[config.mk]
export PLATFORM = sky130hd
export DESIGN_NAME = fpu_dispatch
export DESIGN_NICKNAME = d
export VERILOG_FILES = /design/src/rtl/fpu_dispatch.sv
export SDC_FILE = /design/constraint.sdc
export NUM_CORES = 1
export LEC_CHECK = 0
export ABC_AREA = 1
export CAP_MARGIN = 20
export CORE_AREA = 2 2 186 188
export CTS_CLUSTER_SIZE = 40
export DETAILED_ROUTE_END_ITERATION = 8
export DIE_AREA = 0 0 188 190
export PLACE_DENSITY = 0.53
export SYNTH_ARGS = -nofsm -noshare
export SYNTH_HDL_FRONTEND = slang
export SYNTH_SLANG_ARGS = --single-unit
export TNS_END_PERCENT = 10
[constraint.sdc]
create_clock -name sys_clk -period 2.06 [get_ports sys_clk]
set_clock_uncertainty 0.15 [all_clocks]
set_input_delay 0.412 -clock sys_clk [delete_from_list [all_inputs] [get_ports sys_clk]]
set_output_delay 0.412 -clock sys_clk [all_outputs]
set_load 0.05 [all_outputs]
[src/rtl/fpu_dispatch.sv]
// Issue/response controller between the core and a bank of floating-point units.
// One operation in flight at a time; illegal opcodes and stuck units produce an error response.
module fpu_dispatch #(
  parameter int N_UNITS = 8,
  parameter int DATA_W  = 32,
  parameter int TAG_W   = 4,
  parameter int TIMEOUT = 64
) (
  input  logic                        sys_clk,
  input  logic                        rstn,
  input  logic                        req_valid,
  output logic                        req_ready,
  input  logic [N_UNITS-1:0]          req_op,
  input  logic [TAG_W-1:0]            req_tag,
  input  logic [DATA_W-1:0]           req_x1,
  input  logic [DATA_W-1:0]           req_x2,
  output logic [N_UNITS-1:0]          unit_start,
  output logic [DATA_W-1:0]           unit_x1,
  output logic [DATA_W-1:0]           unit_x2,
  input  logic [N_UNITS*DATA_W-1:0]   unit_y,
  input  logic [N_UNITS-1:0]          unit_valid,
  input  logic [N_UNITS-1:0]          unit_ovf,
  input  logic [N_UNITS-1:0]          unit_unf,
  output logic                        rsp_valid,
  input  logic                        rsp_ready,
  output logic [DATA_W-1:0]           rsp_y,
  output logic [TAG_W-1:0]            rsp_tag,
  output logic                        rsp_ovf,
  output logic                        rsp_unf,
  output logic                        rsp_err
);

  localparam int CNT_W = $clog2(TIMEOUT);

  typedef enum logic [1:0] {IDLE, BUSY, RESP} state_t;

  state_t              state_q, state_d;
  logic [CNT_W-1:0]    cnt_q, cnt_d;
  logic [N_UNITS-1:0]  op_q, op_d;
  logic [N_UNITS-1:0]  unit_start_q, unit_start_d;
  logic [DATA_W-1:0]   x1_q, x1_d, x2_q, x2_d;
  logic [TAG_W-1:0]    tag_q, tag_d;
  logic                req_ready_q, req_ready_d;
  logic                rsp_valid_q, rsp_valid_d;
  logic [DATA_W-1:0]   rsp_y_q, rsp_y_d;
  logic                rsp_ovf_q, rsp_ovf_d;
  logic                rsp_unf_q, rsp_unf_d;
  logic                rsp_err_q, rsp_err_d;

  logic                op_legal;
  logic                sel_valid, sel_ovf, sel_unf;
  logic [DATA_W-1:0]   sel_y;

  // Exactly one bit set: non-zero and clearing the lowest set bit leaves nothing.
  assign op_legal  = (req_op != '0) && ((req_op & (req_op - N_UNITS'(1))) == '0);
  assign sel_valid = |(unit_valid & op_q);
  assign sel_ovf   = |(unit_ovf & op_q);
  assign sel_unf   = |(unit_unf & op_q);

  always_comb begin
    sel_y = '0;
    for (int i = 0; i < N_UNITS; i++) begin
      if (op_q[i]) sel_y = sel_y | unit_y[i*DATA_W +: DATA_W];
    end
  end

  always_comb begin
    state_d      = state_q;
    cnt_d        = cnt_q;
    op_d         = op_q;
    unit_start_d = '0;
    x1_d         = x1_q;
    x2_d         = x2_q;
    tag_d        = tag_q;
    req_ready_d  = req_ready_q;
    rsp_valid_d  = rsp_valid_q;
    rsp_y_d      = rsp_y_q;
    rsp_ovf_d    = rsp_ovf_q;
    rsp_unf_d    = rsp_unf_q;
    rsp_err_d    = rsp_err_q;
    case (state_q)
      IDLE: begin
        if (req_valid) begin
          tag_d       = req_tag;
          req_ready_d = 1'b0;
          if (op_legal) begin
            op_d         = req_op;
            unit_start_d = req_op;
            x1_d         = req_x1;
            x2_d         = req_x2;
            cnt_d        = '0;
            state_d      = BUSY;
          end else begin
            rsp_valid_d = 1'b1;
            rsp_y_d     = '0;
            rsp_ovf_d   = 1'b0;
            rsp_unf_d   = 1'b0;
            rsp_err_d   = 1'b1;
            state_d     = RESP;
          end
        end
      end
      BUSY: begin
        cnt_d = cnt_q + CNT_W'(1);
        // The start cycle itself is excluded so a stale pulse cannot complete the new op.
        if (unit_start_q == '0 && sel_valid) begin
          rsp_valid_d = 1'b1;
          rsp_y_d     = sel_y;
          rsp_ovf_d   = sel_ovf;
          rsp_unf_d   = sel_unf;
          rsp_err_d   = 1'b0;
          state_d     = RESP;
        end else if (cnt_q == CNT_W'(TIMEOUT - 1)) begin
          rsp_valid_d = 1'b1;
          rsp_y_d     = '0;
          rsp_ovf_d   = 1'b0;
          rsp_unf_d   = 1'b0;
          rsp_err_d   = 1'b1;
          state_d     = RESP;
        end
      end
      RESP: begin
        if (rsp_ready) begin
          rsp_valid_d = 1'b0;
          req_ready_d = 1'b1;
          state_d     = IDLE;
        end
      end
      default: state_d = IDLE;
    endcase
  end

  always_ff @(posedge sys_clk or negedge rstn) begin
    if (!rstn) begin
      state_q      <= IDLE;
      cnt_q        <= '0;
      op_q         <= '0;
      unit_start_q <= '0;
      x1_q         <= '0;
      x2_q         <= '0;
      tag_q        <= '0;
      req_ready_q  <= 1'b1;
      rsp_valid_q  <= 1'b0;
      rsp_y_q      <= '0;
      rsp_ovf_q    <= 1'b0;
      rsp_unf_q    <= 1'b0;
      rsp_err_q    <= 1'b0;
    end else begin
      state_q      <= state_d;
      cnt_q        <= cnt_d;
      op_q         <= op_d;
      unit_start_q <= unit_start_d;
      x1_q         <= x1_d;
      x2_q         <= x2_d;
      tag_q        <= tag_d;
      req_ready_q  <= req_ready_d;
      rsp_valid_q  <= rsp_valid_d;
      rsp_y_q      <= rsp_y_d;
      rsp_ovf_q    <= rsp_ovf_d;
      rsp_unf_q    <= rsp_unf_d;
      rsp_err_q    <= rsp_err_d;
    end
  end

  assign req_ready  = req_ready_q;
  assign unit_start = unit_start_q;
  assign unit_x1    = x1_q;
  assign unit_x2    = x2_q;
  assign rsp_valid  = rsp_valid_q;
  assign rsp_y      = rsp_y_q;
  assign rsp_tag    = tag_q;
  assign rsp_ovf    = rsp_ovf_q;
  assign rsp_unf    = rsp_unf_q;
  assign rsp_err    = rsp_err_q;

endmodule

==> out/summary.md, run 1 <==
The via count of the first global-routing pass was 8,601; the final-layout fill cell count was 3,504. Type of element launching the critical path: an input port. Of the available clock period, the critical path in the final layout requires 92.9%.

The run gives 45 as the maximum number of pins on one net before global-route repair. At the worst endpoint, the required time is 2210 ps. The tools report the starting DRC count in detailed routing as 441.

The path class of the tightest hold or removal check is input port to async pin. The library cell contributing the largest single delay on the critical path is sky130_fd_sc_hd__clkdlybuf4s50_1. The first global-routing pass estimated 53,200 µm of wire.

The number of buffer cells added on primary ports was 472. The floorplan has 68 rows. Critical path class: input port to flop.

Leaving out fill and tap cells, the most frequent cells in the layout are sky130_fd_sc_hd__nand2_1, sky130_fd_sc_hd__clkdlybuf4s50_1, sky130_fd_sc_hd__buf_4, sky130_fd_sc_hd__dfrtp_1, sky130_fd_sc_hd__inv_1. The worst reg-to-reg path cell count was 8; the number of max-cap violations was 0. When the netlist entered floorplanning its net count stood at 1,344.

The area growth from synthesis to layout is 81.7%. The portion of the post-synthesis area used by sequential elements was 44.7%; the fraction of final layout cells with drive strength greater than 1 was 14.6%. In this run, placement finished with an instance count of 1,898. The clock tree root buffer cell is sky130_fd_sc_hd__clkbuf_16. The width of the die is 188 µm, and the maximum level of the CTS H-tree is 4. The critical path depth is 11.

The final-report setup violation count was 0. Routed wire length per instance: 18.8 µm. Summed over all failing endpoints, the final setup total negative slack is 0 ps. The maximum net fanout on the critical path is 22, and the placeable core area is 33,900 µm². The gate family responsible for the most delay along the worst path was buffers and inverters. The flop and latch count out of synthesis works out to 129. The clock passes through at most 2 buffers.

The worst register-to-register path begins at state_q[0]. The height of the die is 190 µm. The tools report the highest ir drop seen on vdd as 0.000433 V. The leakage power is 6.39 nW.

After synthesis the cells add up to 7230 µm². The average via count per standard cell was 4.38. The finished layout holds 1,935 standard cells, fillers aside. The run gives 26 as the post-synthesis cell type count.

In this run the critical register-to-register path is captured at unit_x2[29]. The buffer count from post-CTS setup fixing was 0. The first detailed-routing pass took 7 iterations. The worst path buffer plus inverter count was 4. The slew at the pin closest to its max-slew limit was 499 ps. The initial antenna violation count came out at 7. For this run, the post-layout net count is 1,827. After detailed routing, the number of remaining DRC violations is 0. The boundary pin count was 473; the slack of the worst reg-to-reg path was 180 ps.

The number of hold-slack violations in the final timing report came out at 0. Setup repair after global routing left no endpoint under its margin. For this run, the number of Yosys warnings is 0. Critical path's largest stage delay: 470 ps.

In this run the worst setup path begins at req_op[0]. Walking the worst path, the cells encountered are clkdlybuf4s50_1, nor2_2, nand3_1, nand2_1, inv_1, nor2_4, nand4_4, buf_12, buf_12, nand2_1, o21ai_1. The leading cell type in the layout, fill and taps excluded is sky130_fd_sc_hd__nand2_1. The average instance in the mapped netlist occupies 7.38 µm². Timing would allow up to 523 MHz. Clock-pin slew was measured on the worst setup and hold paths at 60 ps. The die covers 35,700 µm².

The final route contains 8,469 vias. The worst path needs 1910 ps of the cycle, external delays included. The run gives 0.850 as the placer's final routability congestion estimate. The logs give 21.3% for the initial core utilization and 66.9% for the worst relative slew slack. The power density over the cells is 802 nW/µm². After detailed routing, the total wire length is 36,400 µm. The sum of overflow across all layers after global routing is 0, and the number of clock sinks is 129. TritonCTS created 17 clock buffers.

The count of nets left with antenna violations once routing finished came out at 0. The run finished with clean final reports. At the worst endpoint, the arrival time is 2060 ps. The wire-length estimate of the detail-placed layout is 28,800 µm.

The endpoint of the worst setup timing path is unit_x2[29]. TritonCTS built the clock tree. The endpoint class of the critical path was a flop. The number of slew-limit violations in the final report came out at 0.

The number of standard cells after synthesis was 980; the worst-skew pair later-pin latency was 410 ps. The global-route total usage across every layer was 20.0%.
==> state kept, by name (all words and copies together) (netlist names) <==
register,count
state_q,2
rsp_valid,1
rsp_err,1
op_q,8
rsp_tag,4
rsp_ovf,1
cnt_q,6
req_ready,1
unit_x2,32
rsp_y,32
unit_start,8
rsp_unf,1
unit_x1,32
==> area by class of cell <==
type | count | area, µm² | area share (%)
inverters | 86 | 323 | 2.46
repair buffers | 527 | 5060 | 38.5
diodes | 4 | 10.0 | 0.0762
clock inverters | 11 | 130 | 0.991
well taps | 455 | 569 | 4.33
multi-input cells | 702 | 3340 | 25.4
clock buffers | 21 | 460 | 3.51
flip-flops and latches | 129 | 3240 | 24.7
==> metal layers <==
metal / up-vias / track usage [%] / wire (µm)
met2: 342 / 35.4 / 18200
met5: - / 0 / 39
met4: 6 / 5.18 / 456
met1: 3943 / 22.8 / 14700
li1: 4151 / - / -
met3: 27 / 6.92 / 3020
==> metrics by stage <==
stage                     instance area [µm²]  power [mW]  hold WS (ps)  utilization, %  setup slack, ps
after global routing                    13100        11.2           294            38.7             6.77
after detailed placement                12500        7.62           160            36.9             -360
after CTS                               13100        10.7           287            38.6             95.2
after floorplan                          7230        5.45         -33.6               -              235
after global placement                  12500        7.61           162            36.9             -353
final                                   13100        10.5           308            38.7              147
==> worst min-delay path by stage <==
stage / startpoint / endpoint / slack [ps] / depth (start not counted)
global placement: rstn / rsp_y[10] / 160 / 1
global route: rstn / rsp_y[10] / 290 / 2
finish: rstn / rsp_y[10] / 310 / 2
CTS: rstn / rsp_y[10] / 290 / 2
floorplan: rstn / cnt_q[0] / -30 / 0
detailed placement: rstn / rsp_y[10] / 160 / 1
==> timing repair <==
item | 4_1_cts | 5_1_grt
hold buffers | 1 | 0
endpoints found under the hold margin | 22 | 0
gates resized for setup | 9 | 4
setup endpoints to repair | 9 | 16
==> Yosys cell counts, drive strengths merged <==
| master | count | share of area (%) |
|---|---|---|
| a21oi | 29 | 2.0 |
| a22o | 44 | 5.3 |
| and3 | 4 | 0.35 |
| buf | 33 | 3.3 |
| clkbuf | 30 | 1.6 |
| clkinv | 1 | 0.052 |
| dfrtp | 128 | 44 |
| dfstp | 1 | 0.36 |
| ha | 4 | 0.69 |
| inv | 85 | 4.4 |
| mux2 | 4 | 0.62 |
| nand2 | 390 | 20 |
| nand3 | 21 | 1.6 |
| nand4 | 63 | 5.7 |
| nor2 | 57 | 3.2 |
| o21ai | 78 | 5.5 |
| or2 | 4 | 0.35 |
| xor2 | 4 | 0.48 |
==> report_power, final <==
part	total [mW]	internal [mW]	switching [mW]
Clock	3.06	1.85	1.21
Combinational	4.36	1.78	2.58
Sequential	3.12	2.86	0.258
Total	10.5	6.49	4.05
==> cell families (layout without fill, tap and decap cells) <==
kind of cell	Yosys count	after routing	synth area share, %
buffers and inverters	149	645	9.31
muxes	4	4	0.623
adders and majority gates	4	4	0.692
xor gates and xnor gates	4	4	0.485
and+or+nand+nor	539	539	31.4
DFF	129	129	44.7
other	0	4	0
AOI/OAI and AO/OA	151	151	12.8
No activity file was read; power rests on OpenSTA's default activity.
==> run 2: changes to the inputs <==
--- a/config.mk
+++ b/config.mk
@@ -8,7 +8,7 @@
 export ABC_AREA = 1
 export CAP_MARGIN = 20
 export CORE_AREA = 2 2 186 188
-export CTS_CLUSTER_SIZE = 40
+export CTS_CLUSTER_SIZE = 12
 export DETAILED_ROUTE_END_ITERATION = 8
 export DIE_AREA = 0 0 188 190
 export PLACE_DENSITY = 0.53
==> constraint.sdc (replaced) <==
create_clock -name sys_clk -period 1.9 [get_ports sys_clk]
set_clock_uncertainty 0.15 [all_clocks]
set_input_delay 0.38 -clock sys_clk [delete_from_list [all_inputs] [get_ports sys_clk]]
set_output_delay 0.38 -clock sys_clk [all_outputs]
set_load 0.05 [all_outputs]
==> out/summary.md, run 2 (synthesized netlist as in run 1, its figures left out) <==
After detailed routing, the number of remaining DRC violations is 0. The number of cells traversed by the worst hold path was 3; the number of iterations in the first detailed-routing pass was 4. The first global-routing pass estimated 53,400 µm of wire. The logs give 13,200 µm² for the final standard cell area without fillers and 0 for the number of nets with antenna violations after detailed routing. The routed layout has 8,424 vias. The initial antenna violation count is 6. The design draws 11.4 mW. In this run the critical register-to-register path is captured at unit_x1[5].

Setup repair after global routing could not meet its margin everywhere. The later pin in the worst-skew pair is clocked with a latency of 420 ps. The root buffer cell chosen for the clock tree is sky130_fd_sc_hd__clkbuf_16. The flow ran to the end, and the final reports show no timing, DRC or antenna violations.

The power density over the cells came out at 862 nW/µm². The number of slew-limit violations in the final report was 0; the maximum net fanout on the critical path was 14. Top metal layer carrying routed signals: met5.

The clock slew at the register clock pins of the worst setup and hold paths is 60 ps, and the number of hold-slack violations in the final timing report is 0. Entering global routing, the biggest net connects 45 pins. The sum of routed wire segments on met1 came out at 14,700 µm. Clock tree synthesis found a total of 129 sinks. In this run the most critical hold path is launched from req_op[0]. Across the VDD grid, the largest voltage drop is 0.000485 V.

The via count of the first global-routing pass is 8,750, and the area growth from synthesis to final layout is 82.9%. The width of the die was 188 µm. The library cell used most frequently in the layout, excluding fill and tap cells, is sky130_fd_sc_hd__nand2_1. In the layout the commonest cells are sky130_fd_sc_hd__nand2_1, sky130_fd_sc_hd__clkdlybuf4s50_1, sky130_fd_sc_hd__buf_4, sky130_fd_sc_hd__dfrtp_1, sky130_fd_sc_hd__inv_1. Summing all multi-input logic gate instances after layout gives 3370 µm². Leaving out filler cells and counting taps, the final layout contains 1,945.

Once placement completed, the tool counted placed cells totaling 1,903. For this run the aggregate overflow at the end of global routing stands at 0. The standard cell area after detailed placement was 12,600 µm²; the final worst-path cycle share was 96.4%. In the final design database the tool counted 1,836 nets. The leakage power was 6.44 nW.

The number of cells on the worst reg-to-reg path is 8. The fraction of final layout cells with drive strength greater than 1 works out to 16.4%. The logs give 36,400 µm for the total wire length and 0.857 for the placer's final routability congestion estimate.

Data arrives at the worst endpoint at 1980 ps. After detailed routing, the met2 layer carries 18,400 µm of wire. Across every metal layer, demand over resource in global routing totals 20.0%. The worst path in the final design needs a cycle of 1830 ps, including I/O delays and setup.

Height of the die: 190 µm. Using the TritonRoute via totals, the vias-per-cell ratio works out to 4.33. The routed wire length per instance works out to 18.7 µm. The number of placement rows was 68; the clock tree buffer depth was 2. STA puts the critical path data required time at 2040 ps. STA classifies the critical path endpoint as a flop. The run gives 39.0% as the final core area utilization. The total met3 wirelength after detailed routing was 2770 µm.

Class of the tightest hold or removal check: input port to flop. The run gives 0 as the final-report setup violation count. The floorplan step defined a die boundary enclosing 35,700 µm².

Setup slack on the worst reg-to-reg path comes out at 80 ps. The tools report the maximum level of the CTS H-tree as 4. The tool flagged a number of max-cap violations equal to 0. The worst setup path is launched from an input port. Number of buffers added by the clock tree synthesis step: 17. The initial utilization of the core area, before any placement, comes to 21.3%. The tools report the worst relative slew slack as 69.9%. The region available for standard cell placement spans 33,900 µm². Port buffering added 472 buffers. The filler cells instantiated in the layout total 3,499. The sequential cells in the finished layout cover a total of 3240 µm².

The tools report the worst flop-to-flop path startpoint as state_q[0]. The HPWL reported at the end of detailed placement is 28,900 µm, and the highest clock frequency the design can meet is 546 MHz. Boundary pin count: 473. The slew at the pin closest to its max-slew limit works out to 451 ps. The sink of the worst hold path was unit_start[0].

The critical path is of the input port to flop type. TritonCTS built the clock tree. The tools report the starting DRC count in detailed routing as 258.
run 2: how the worst max path moves through the flow:
stage | from | end | slack [ps] | depth (start not counted)
6_report | req_op[3] | unit_x1[5] | 70 | 11
2_1_floorplan | state_q[0] | rsp_y[10] | 70 | 9
3_5_place_dp | req_op[0] | unit_x2[1] | -510 | 8
4_1_cts | req_op[0] | unit_x1[5] | 10 | 11
3_3_place_gp | req_op[0] | unit_x1[2] | -500 | 9
5_1_grt | req_op[3] | unit_x2[21] | -10 | 11
run 2: worst max-delay path, cell delays in order:
cell and delay [ps]:
sky130_fd_sc_hd__clkdlybuf4s50_1 460, sky130_fd_sc_hd__nor2_2 150, sky130_fd_sc_hd__nand3_2 100, sky130_fd_sc_hd__nand2_1 70, sky130_fd_sc_hd__inv_1 50, sky130_fd_sc_hd__nor2_4 130
sky130_fd_sc_hd__nand4_4 140, sky130_fd_sc_hd__buf_12 190, sky130_fd_sc_hd__buf_4 170, sky130_fd_sc_hd__nand2_1 60, sky130_fd_sc_hd__o21ai_1 60
run 2: cell type report:
cell class                 count  area share, %
inverter                      86           2.44
clock buffer                  18           3.25
sequential                   129           24.5
tap                          455           4.31
antenna                        5         0.0946
clock inverter                14          0.993
timing repair buffer         536           39.0
multi-input combinational    702           25.5
run 2: metrics by stage:
step	hold WS (ps)	setup slack [ps]	TNS (ps)
global route	173	-13.9	-80.6
detailed placement	165	-513	-51350
global placement	163	-495	-52790
floorplan	-65.6	74.9	0
CTS	297	11.1	0
finish	178	68.6	0
run 2: timing repair:
action | 4_1_cts | 5_1_grt
hold buffers | 1 | 0
setup buffers | 0 | 4
setup endpoints to repair | 52 | 96
endpoints found under the hold margin | 28 | 0
gates cloned | 0 | 0
resized for setup | 3 | 15
pin swaps | 0 | 3
run 2: power breakdown:
group	internal (mW)	leakage (nW)	switching [mW]
Combinational	2.01	4.43	2.83
Sequential	3.10	1.75	0.269
Clock	1.82	0.264	1.37
run 2: layer usage:
metal / track usage (%) / vias up
li1: - / 4173
met1: 23.0 / 3874
met2: 35.8 / 345
met3: 6.09 / 30
met4: 5.45 / 2
met5: 0 / -
==> run 3: changes to the inputs <==
--- a/config.mk
+++ b/config.mk
@@ -6,6 +6,7 @@
 export NUM_CORES = 1
 export LEC_CHECK = 0
 export ABC_AREA = 1
+export ABC_CLOCK_PERIOD_IN_PS = 1900
 export CAP_MARGIN = 20
 export CORE_AREA = 2 2 186 188
 export CTS_CLUSTER_SIZE = 12
==> results of run 3 <==
No change in the layout: final DEF, timing and power equal those of run 2.
